$ cat src/rtl/es_pkg.sv
// Shared constants and state encoding for the sampling path and the display logic.
package es_pkg;

  localparam int ADC_W        = 10;
  localparam int DEF_ADDR_W   = 8;
  localparam int DEF_PRE_TRIG = 64;

  typedef enum logic [2:0] {
    IDLE,
    PRE,
    WAIT_TRIG,
    POST,
    DONE
  } cap_state_t;

endpackage

$ cat src/rtl/capture_ram.sv
// Capture buffer: one write port, one registered read port, maps onto a block RAM.
module capture_ram
  import es_pkg::*;
#(
  parameter int DATA_W = ADC_W,
  parameter int ADDR_W = DEF_ADDR_W
) (
  input  logic              i_clk,
  input  logic              i_rst,
  input  logic              i_we,
  input  logic [ADDR_W-1:0] i_waddr,
  input  logic [DATA_W-1:0] i_wdata,
  input  logic [ADDR_W-1:0] i_raddr,
  output logic [DATA_W-1:0] o_rdata
);

  localparam int DEPTH = 2 ** ADDR_W;

  logic [DATA_W-1:0] r_mem [DEPTH];
  logic [DATA_W-1:0] r_rdata;

  always_ff @(posedge i_clk) begin
    if (i_we) r_mem[i_waddr] <= i_wdata;
  end

  always_ff @(posedge i_clk or posedge i_rst) begin
    if (i_rst) r_rdata <= '0;
    else       r_rdata <= r_mem[i_raddr];
  end

  assign o_rdata = r_rdata;

endmodule

$ cat src/rtl/adc_capture.sv
// ADC conversion clock, level-crossing trigger and pre/post-trigger window capture.
// state     | meaning
// IDLE      | no capture since reset
// PRE       | filling the pre-trigger part of the window, crossings ignored
// WAIT_TRIG | circular writes until a crossing or a forced trigger
// POST      | filling the remainder of the window after the trigger sample
// DONE      | buffer frozen, readback valid
module adc_capture
  import es_pkg::*;
#(
  parameter int DATA_W   = ADC_W,
  parameter int ADDR_W   = DEF_ADDR_W,
  parameter int PRE_TRIG = DEF_PRE_TRIG,
  parameter int ADC_DIV  = 2
) (
  input  logic              clk_10m,
  input  logic              rst,
  input  logic [DATA_W-1:0] adc_data,
  input  logic [DATA_W-1:0] trig_level,
  input  logic              trig_edge,
  input  logic              arm,
  input  logic              force_trig,
  input  logic [ADDR_W-1:0] rd_addr,
  output logic              clk_adc,
  output logic [DATA_W-1:0] rd_data,
  output logic              busy,
  output logic              done,
  output logic [ADDR_W-1:0] trig_pos
);

  localparam int                DEPTH     = 2 ** ADDR_W;
  localparam int                DIV_W     = $clog2(ADC_DIV);
  localparam logic [DIV_W-1:0]  DIV_LAST  = DIV_W'(ADC_DIV - 1);
  localparam logic [DIV_W-1:0]  DIV_HALF  = DIV_W'(ADC_DIV / 2);
  localparam logic [ADDR_W-1:0] PRE_LAST  = ADDR_W'(PRE_TRIG - 1);
  localparam logic [ADDR_W-1:0] POST_LAST = ADDR_W'(DEPTH - PRE_TRIG - 2);
  localparam logic [ADDR_W-1:0] PRE_OFS   = ADDR_W'(PRE_TRIG);

  logic [DIV_W-1:0]  r_div_cnt;
  logic [DIV_W-1:0]  w_div_nxt;
  logic              r_clk_adc;
  logic              w_smp_stb;

  logic [DATA_W-1:0] r_cur;
  logic              r_cur_vld;
  logic              w_rise;
  logic              w_fall;
  logic              w_trig;
  logic              w_force;
  logic              w_we;

  cap_state_t        r_state;
  logic [ADDR_W-1:0] r_wr_ptr;
  logic [ADDR_W-1:0] r_cnt;
  logic [ADDR_W-1:0] r_trig_pos;
  logic              r_busy;
  logic              r_done;
  logic              r_force_pend;
  logic [ADDR_W-1:0] w_rd_phys;

  assign w_div_nxt = (r_div_cnt == DIV_LAST) ? '0 : r_div_cnt + 1'b1;
  assign w_smp_stb = (r_div_cnt == DIV_HALF);

  always_ff @(posedge clk_10m or posedge rst) begin
    if (rst) begin
      r_div_cnt <= '0;
      r_clk_adc <= 1'b0;
    end else begin
      r_div_cnt <= w_div_nxt;
      r_clk_adc <= (w_div_nxt < DIV_HALF);
    end
  end

  // The incoming sample plays the role of "cur" and the last strobed one of "prev",
  // so the sample that completes a crossing is the one written as the trigger sample.
  always_ff @(posedge clk_10m or posedge rst) begin
    if (rst) begin
      r_cur     <= '0;
      r_cur_vld <= 1'b0;
    end else if (w_smp_stb) begin
      r_cur     <= adc_data;
      r_cur_vld <= 1'b1;
    end
  end

  assign w_rise  = (r_cur < trig_level) && (adc_data >= trig_level);
  assign w_fall  = (r_cur > trig_level) && (adc_data <= trig_level);
  assign w_trig  = w_smp_stb && r_cur_vld && (trig_edge ? w_fall : w_rise);
  assign w_force = force_trig || r_force_pend;
  assign w_we    = w_smp_stb &&
                   ((r_state == PRE) || (r_state == WAIT_TRIG) || (r_state == POST));

  always_ff @(posedge clk_10m or posedge rst) begin
    if (rst) begin
      r_state      <= IDLE;
      r_wr_ptr     <= '0;
      r_cnt        <= '0;
      r_trig_pos   <= '0;
      r_busy       <= 1'b0;
      r_done       <= 1'b0;
      r_force_pend <= 1'b0;
    end else begin
      if (w_we) r_wr_ptr <= r_wr_ptr + 1'b1;
      case (r_state)
        IDLE, DONE: begin
          if (arm) begin
            r_state  <= PRE;
            r_wr_ptr <= '0;
            r_cnt    <= PRE_LAST;
            r_busy   <= 1'b1;
            r_done   <= 1'b0;
          end
        end
        PRE: begin
          if (w_smp_stb) begin
            if (r_cnt == '0) r_state <= WAIT_TRIG;
            else             r_cnt   <= r_cnt - 1'b1;
          end
        end
        WAIT_TRIG: begin
          if (w_smp_stb) begin
            r_force_pend <= 1'b0;
            if (w_trig || w_force) begin
              r_state    <= POST;
              r_trig_pos <= r_wr_ptr;
              r_cnt      <= POST_LAST;
            end
          end else if (force_trig) begin
            r_force_pend <= 1'b1;
          end
        end
        POST: begin
          if (w_smp_stb) begin
            if (r_cnt == '0) begin
              r_state <= DONE;
              r_busy  <= 1'b0;
              r_done  <= 1'b1;
            end else begin
              r_cnt <= r_cnt - 1'b1;
            end
          end
        end
        default: r_state <= IDLE;
      endcase
    end
  end

  assign w_rd_phys = r_trig_pos - PRE_OFS + rd_addr;

  capture_ram #(
    .DATA_W (DATA_W),
    .ADDR_W (ADDR_W)
  ) u_ram (
    .i_clk   (clk_10m),
    .i_rst   (rst),
    .i_we    (w_we),
    .i_waddr (r_wr_ptr),
    .i_wdata (adc_data),
    .i_raddr (w_rd_phys),
    .o_rdata (rd_data)
  );

  assign clk_adc  = r_clk_adc;
  assign busy     = r_busy;
  assign done     = r_done;
  assign trig_pos = r_trig_pos;

endmodule
$ cat config.mk
export PLATFORM = sky130hd
export DESIGN_NAME = adc_capture
export DESIGN_NICKNAME = d
export VERILOG_FILES = /design/src/rtl/es_pkg.sv /design/src/rtl/capture_ram.sv /design/src/rtl/adc_capture.sv
export SDC_FILE = /design/constraint.sdc
export NUM_CORES = 2
export LEC_CHECK = 0
export CELL_PAD_IN_SITES_DETAIL_PLACEMENT = 0
export CELL_PAD_IN_SITES_GLOBAL_PLACEMENT = 1
export CORE_ASPECT_RATIO = 1.2
export CORE_UTILIZATION = 56
export DETAILED_ROUTE_END_ITERATION = 10
export GPL_TIMING_DRIVEN = 0
export PLACE_DENSITY = 0.86
export SKIP_CTS_REPAIR_TIMING = 1
export SYNTH_ARGS = -nofsm -noshare
export SYNTH_HDL_FRONTEND = slang
export SYNTH_HIERARCHICAL = 1
export SYNTH_SLANG_ARGS = --single-unit
$ cat constraint.sdc
create_clock -name clk_10m -period 4.8 [get_ports clk_10m]
set_input_delay 0.96 -clock clk_10m [delete_from_list [all_inputs] [get_ports clk_10m]]
set_output_delay 0.96 -clock clk_10m [all_outputs]
set_load 0.05 [all_outputs]
* After elaboration in Yosys (flattened, before gate mapping)
Memory sizes are Yosys's and may differ from the RTL's. A register that Yosys moved wholly into a read port is not among the register bits.
Index checks and enable logic that the tools add are counted.
** Word-level totals
- Register bits after elaboration :: 43
- Memory bits (writable) :: 2560
- Input port bits :: 33
- Output and inout port bits :: 21
- Logic and storage cells :: 87
- Memories :: 1
** Memory list
- u_ram.r_mem :: words 256, bits a word 10, rd ports 1, clocked after Yosys merged registers in 1, wr ports 1, RTL line capture_ram.sv:19 : logic [DATA_W-1:0] r_mem [DEPTH];
** Operators by class
- Add/sub/neg operators :: 5
- $lt $le $gt $ge :: 5
- Equal/unequal tests :: 13
- Muxes and demuxes :: 31
- Reduce and logical (&&, ||, !) cells :: 21
** Operators with widths (count)
- $mux W8 :: 8
- $pmux W8 S3 :: 1
- $mux W3 :: 7
- $mux W1 :: 12
- $pmux W3 S4 :: 1
- $ge A10 B10 Y1 :: 1
- $gt A10 B10 Y1 :: 1
- $le A10 B10 Y1 :: 1
- $lt A10 B10 Y1 :: 1
- $ne A2 B2 Y1 const B :: 5
- $add A8 B1 Y8 const B :: 1
- $add A8 B8 Y8 :: 1
- $logic_not A8 Y1 :: 1
- $ne A2 B1 Y1 const B :: 4
- $sub A8 B1 Y8 const B :: 1
- $sub A8 B7 Y8 const B :: 1
- $reduce_and A7 Y1 :: 1
- $eq A3 B2 Y1 const B :: 2
- $reduce_and A6 Y1 :: 1
- $logic_and A1 B1 Y1 :: 5
- $logic_or A1 B1 Y1 :: 4
- $pmux W1 S2 :: 2
- $reduce_and A4 Y1 :: 1
- $reduce_bool A2 Y1 :: 2
- 9 further kinds :: 10

* Longest topological paths before layout
- Word-level depth :: 8
- Gate-level depth with buffers :: 17
- Mapped depth without buffers :: 16

* By module
Netlist, hierarchy kept.
** Modules (own cells, without submodules)
- capture_ram :: instances 1, cells each 4695, area an instance 99085.0 um^2, sequential area each 77124.0 um^2
- adc_capture :: instances 1, cells each 271, area an instance 2811.4 um^2, sequential area each 1076.0 um^2

* Worst setup path before layout
Ideal clock, no wire load.
- Path kind :: input -> register
- From :: input rd_addr[1]
- To :: register u_ram.r_rdata[9], in the netlist u_ram/o_rdata[9] (read register of u_ram.r_mem)
- Setup time :: 0.131 ns
- Arrival time :: 4.038 ns
- Data required time :: 4.669 ns
- Setup slack :: 0.631 ns
- Stages :: 17
- Path buffers :: 1
- Path through :: ha_1 ha_1 fa_1 a21oi_1 nor2_1 nor2_1 o21bai_1 a21oi_1 xnor2_1 nand2b_1 clkbuf_1 nor2_1 o221ai_1 o22ai_1 a211oi_1 nor4_1 nor4_1
** On the way
- Word-level cells in the longest chain between the ends :: 1
** RTL lines
- start, declared :: RTL line adc_capture.sv:23 : input logic [ADDR_W-1:0] rd_addr,
- $add A8 B8 Y8 :: RTL line adc_capture.sv:148 : assign w_rd_phys = r_trig_pos - PRE_OFS + rd_addr;
- net w_rd_phys[7] :: RTL line adc_capture.sv:59 : logic [ADDR_W-1:0] w_rd_phys;
- end, declared :: RTL line capture_ram.sv:20 : logic [DATA_W-1:0] r_rdata;
The timed path passes the listed nets, and every way through them passes these cells.
A chain may end at the register's enable or synchronous reset.

* Final worst setup path
- From :: input rd_addr[1]
- To :: register u_ram.r_rdata[6], in the netlist u_ram/o_rdata[6] (read register of u_ram.r_mem)
The elaborated chain is that of the path after synthesis.

==> metrics.md <==
| Metric | Value |
|---|---|
| Reg area | 78200 µm² |
| DRC Markers | 1 |
| Peak Freq | 187.2 MHz |
| Reg-to-Reg Start | trig_pos[1] |
| Synthesis Warnings | 6 |
| Final max-slew violation count | between 100 and 150 |
| Num ports | between 50 and 60 |
| Die height | about 470 µm |
| FILL cells | approximately 12k |
| Vias in the first global route | around 56k |
| Crit path arrival time | approximately 6100 ps |
| Synth Flop Type | edfxtp_1 |
| Cell Rows | 171 |
| Mapped Nets | between 5k and 6k |
| Layout cells sized above 1 | 0.2463 |
| Clk pwr share | 0.245 |
| Worst-Margin Slew | 1802 ps |
| Failing checks | DRC, capacitance limit, slew limit, setup timing |
| Iter 0 DRT Violations | between 10k and 15k |
| Vias per inst | between 7 and 8 |
| Bufs on Longest Clock Path | 3 |
| First-pass GRT wire length | 464700 µm |
| H-Tree Depth | 4 |
| #FFs+latches synth | between 2k and 3k |
| Met2 wire len | between 150000 and 200000 µm |
| Initial antenna violation count | 29 |
| CTS Sinks | 2613 |
| Top sig layer | met5 |
| Final core utilization | 0.6344 |
| Gr usage total | 0.3825 |
| CP required | between 5000 and 6000 ps |
| Met3 routed WL | a little over 60000 µm |
| Final setup TNS | -89790 ps |
| Static leakage | ~36 nW |
| Hold Crit Depth | 0 |
| Number of CTS-inserted buffers | 222 |
| Unrepaired setup endpoints after global routing | yes |
| Post-synthesis cell type count | 75 |
| Worst Path Max Fanout | 10 |
| Overflow after GRT | 0 |
| Reg2reg end | u_ram/o_rdata[6] |
| R2R setup slack | -410 ps |
| Sequential share of the synthesized area | 0.7674 |
| Cell Pwr Density | about 640 nW/µm² |
| CTS root buf | clkbuf_16 |
| Post-synthesis instance total | 4966 |
| Min-delay worst type | reg2reg |
| Detailed-route wire length per cell | roughly 45 µm |
| Buffers added on ports | between 50 and 60 |
| Critical path endpoint category | flip-flop |
| Switching share of total power | 0.4038 |
| # nets final | 5352 |
| Tmin final | around 5300 ps |
| Post-route setup slack | -542.0 ps |
| Synth Area per Inst | between 20 and 25 µm² |
| Worst Hold Launch | r_div_cnt |
| Worst slew margin | -0.2011 |
| CP Class | in2reg |
| Starting density of the core | 0.5636 |
| Power Internal | 43.73 mW |
| Core box area | roughly 180000 µm² |
| Wl on met1 | around 100000 µm |
| P_sw | 29.61 mW |
| Final Skew | 40.20 ps |
| Largest net degree at the start of global routing | roughly 160 |
| CP Launch Type | input pin |
| Fin crit share | 1.113 |
| Hold EP | clk_adc |
| Synth async-reset ratio | 0.02028 |
| CTS clk-pin slew, worst paths | around 60 ps |
| Status | complete, but fails checks |
| Clk Latency, worst-skew pair | roughly 900 ps |
| Drt total wl | approximately 350000 µm |
| Die area | about 180000 µm² |
| Dpl hpwl | 225500 µm |
| CTS tree | built |
| Reg power frac | 0.347 |
| Multi-input gate area | approximately 23000 µm² |
| Final Hold Fails | 0 |
| Vias | just under 60k |
| GP Congestion | 1.050 |
| VDD IR max | ~0.0006 V |
| First-pass iteration count of the detailed router | 11 |
| Die Wd | roughly 390 µm |
| Antenna-violating nets left | 0 |
| Area delta synth->final | 12.56% |
| Setup violations, final | 660 |
| Logic pwr share | 0.407 |
| Post-synthesis cell area | around 100000 µm² |
| EDFF count, synth | between 2k and 3k |
| Max capacitance violation total | 16 |
| R2R cell count | 10 |
-- worst max path at each step --
stage | slack, ps | start | endpoint
2_1_floorplan | 630 | rd_addr[1] | u_ram/o_rdata[9]
3_3_place_gp | -6700 | adc_data[4] | trig_pos[0]
3_5_place_dp | -3180 | rd_addr[2] | u_ram/o_rdata[6]
4_1_cts | -2260 | rd_addr[2] | u_ram/o_rdata[6]
5_1_grt | -190 | r_div_cnt | u_ram/r_mem[184][2]
6_report | -540 | rd_addr[1] | u_ram/o_rdata[6]
-- final cells by class --
class | count | share of cell area
repair buffers | 93 | 0.01033
multi-input cells | 2036 | 0.1993
inverters | 31 | 0.001069
plain buffers | 285 | 0.01789
clock buffers | 282 | 0.05169
well taps | 2422 | 0.02642
flip-flops and latches | 2613 | 0.6818
diodes | 17 | 0.0003709
clock inverters | 132 | 0.01109
-- state kept, by name, summed over array words and instances, names as in the netlist --
signal / count
busy: 1
clk_adc: 1
done: 1
r_cnt: 8
r_cur: 10
r_cur_vld: 1
r_div_cnt: 1
r_force_pend: 1
r_state: 3
r_wr_ptr: 8
trig_pos: 8
u_ram/o_rdata: 10
u_ram/r_mem: 2560
-- critical path, stage by stage --
cell	delay (ps)
clkdlybuf4s50_1	430
ha_1	310
ha_1	570
clkbuf_4	380
buf_2	470
buf_2	790
mux4_2	420
a22oi_1	520
a21oi_1	300
nor4_2	630
nor4_4	210
-- power groups by stage --
stage | logic (mW) | clock network (mW) | registers [mW]
after floorplan | 12.6 | 0 | 26.1
after global placement | 25.5 | 0 | 26.2
after detailed placement | 25.8 | 0 | 25.9
after CTS | 26.0 | 18.0 | 25.5
after global routing | 28.6 | 18.8 | 25.5
final | 29.9 | 18.0 | 25.5
-- layout by cell type (no fill, tap or decap), drive strengths merged, types with 7 or more instances in the layout --
cell type / instances
edfxtp: 2560
mux4: 524
clkbuf: 425
nor2: 340
mux2i: 196
a22oi: 192
buf: 191
a21oi: 138
clkinv: 98
nand2: 90
o22ai: 62
dfrtp: 53
o221ai: 49
o21ai: 44
mux2: 43
clkdlybuf4s50: 43
inv: 37
nand3: 36
ha: 36
nor4: 34
nor3: 31
nor2b: 30
bufinv: 21
a211oi: 20
nand4: 18
diode: 17
a22o: 15
nand2b: 13
a2111oi: 12
a221oi: 10
a31oi: 9
o311ai: 8
xnor2: 8
clkinvlp: 7
xor2: 7
a21boi: 7
-- stage by stage --
step	setup WS (ps)	power (mW)	hold slack [ps]	instances	instance area (µm²)
2_1_floorplan	631.0	38.68	374.5	4966	101900
3_3_place_gp	-6696	51.69	430.7	7441	105500
3_5_place_dp	-3181	51.74	419.8	7458	106000
4_1_cts	-2265	69.40	439.9	7872	113200
5_1_grt	-192.2	72.77	457.7	7895	114700
6_report	-542.0	73.34	438.9	7911	114700
-- synth_stat cells, types with 7 or more instances --
master	number	area (µm²)
a2111oi_0	12	105.1
a211oi_1	19	142.6
a21boi_0	7	52.55
a21oi_1	137	685.7
a221oi_1	8	70.07
a22o_1	15	131.4
a22oi_1	192	1441
a31oi_1	9	56.30
buf_1	18	67.56
buf_2	56	280.3
buf_4	25	187.7
buf_6	52	585.6
buf_8	7	105.1
clkbuf_1	126	473.0
dfrtp_1	53	1326
edfxtp_1	2560	76870
ha_1	36	450.4
inv_1	29	108.9
mux2_2	43	484.2
mux2i_1	196	1962
mux4_2	524	11800
nand2_1	90	337.8
nand2b_1	13	81.33
nand3_1	36	180.2
nand4_1	18	112.6
nor2_1	339	1272
nor2b_1	30	187.7
nor3_1	29	145.1
nor4_1	33	206.5
o21ai_0	37	185.2
o21ai_1	7	35.03
o221ai_1	49	429.2
o22ai_1	62	387.9
xnor2_1	8	70.07
xor2_1	7	61.31
-- cells by family after synthesis --
logic type | Yosys count | synth area share
buf+inv | 318 | 0.01841
mux | 763 | 0.1398
xor+xnor | 15 | 0.001289
simple gates | 618 | 0.02735
flops | 2613 | 0.7674
fa+ha+maj | 37 | 0.004617
compound gates | 602 | 0.04107
-- per-layer routing --
layer  global-route usage  up-vias
li1                     -    21302
met1               0.4562    30019
met2               0.5432     6608
met3               0.1680     1574
met4               0.2997       32
met5                    0        -
Power figures use the tool's default switching activity.
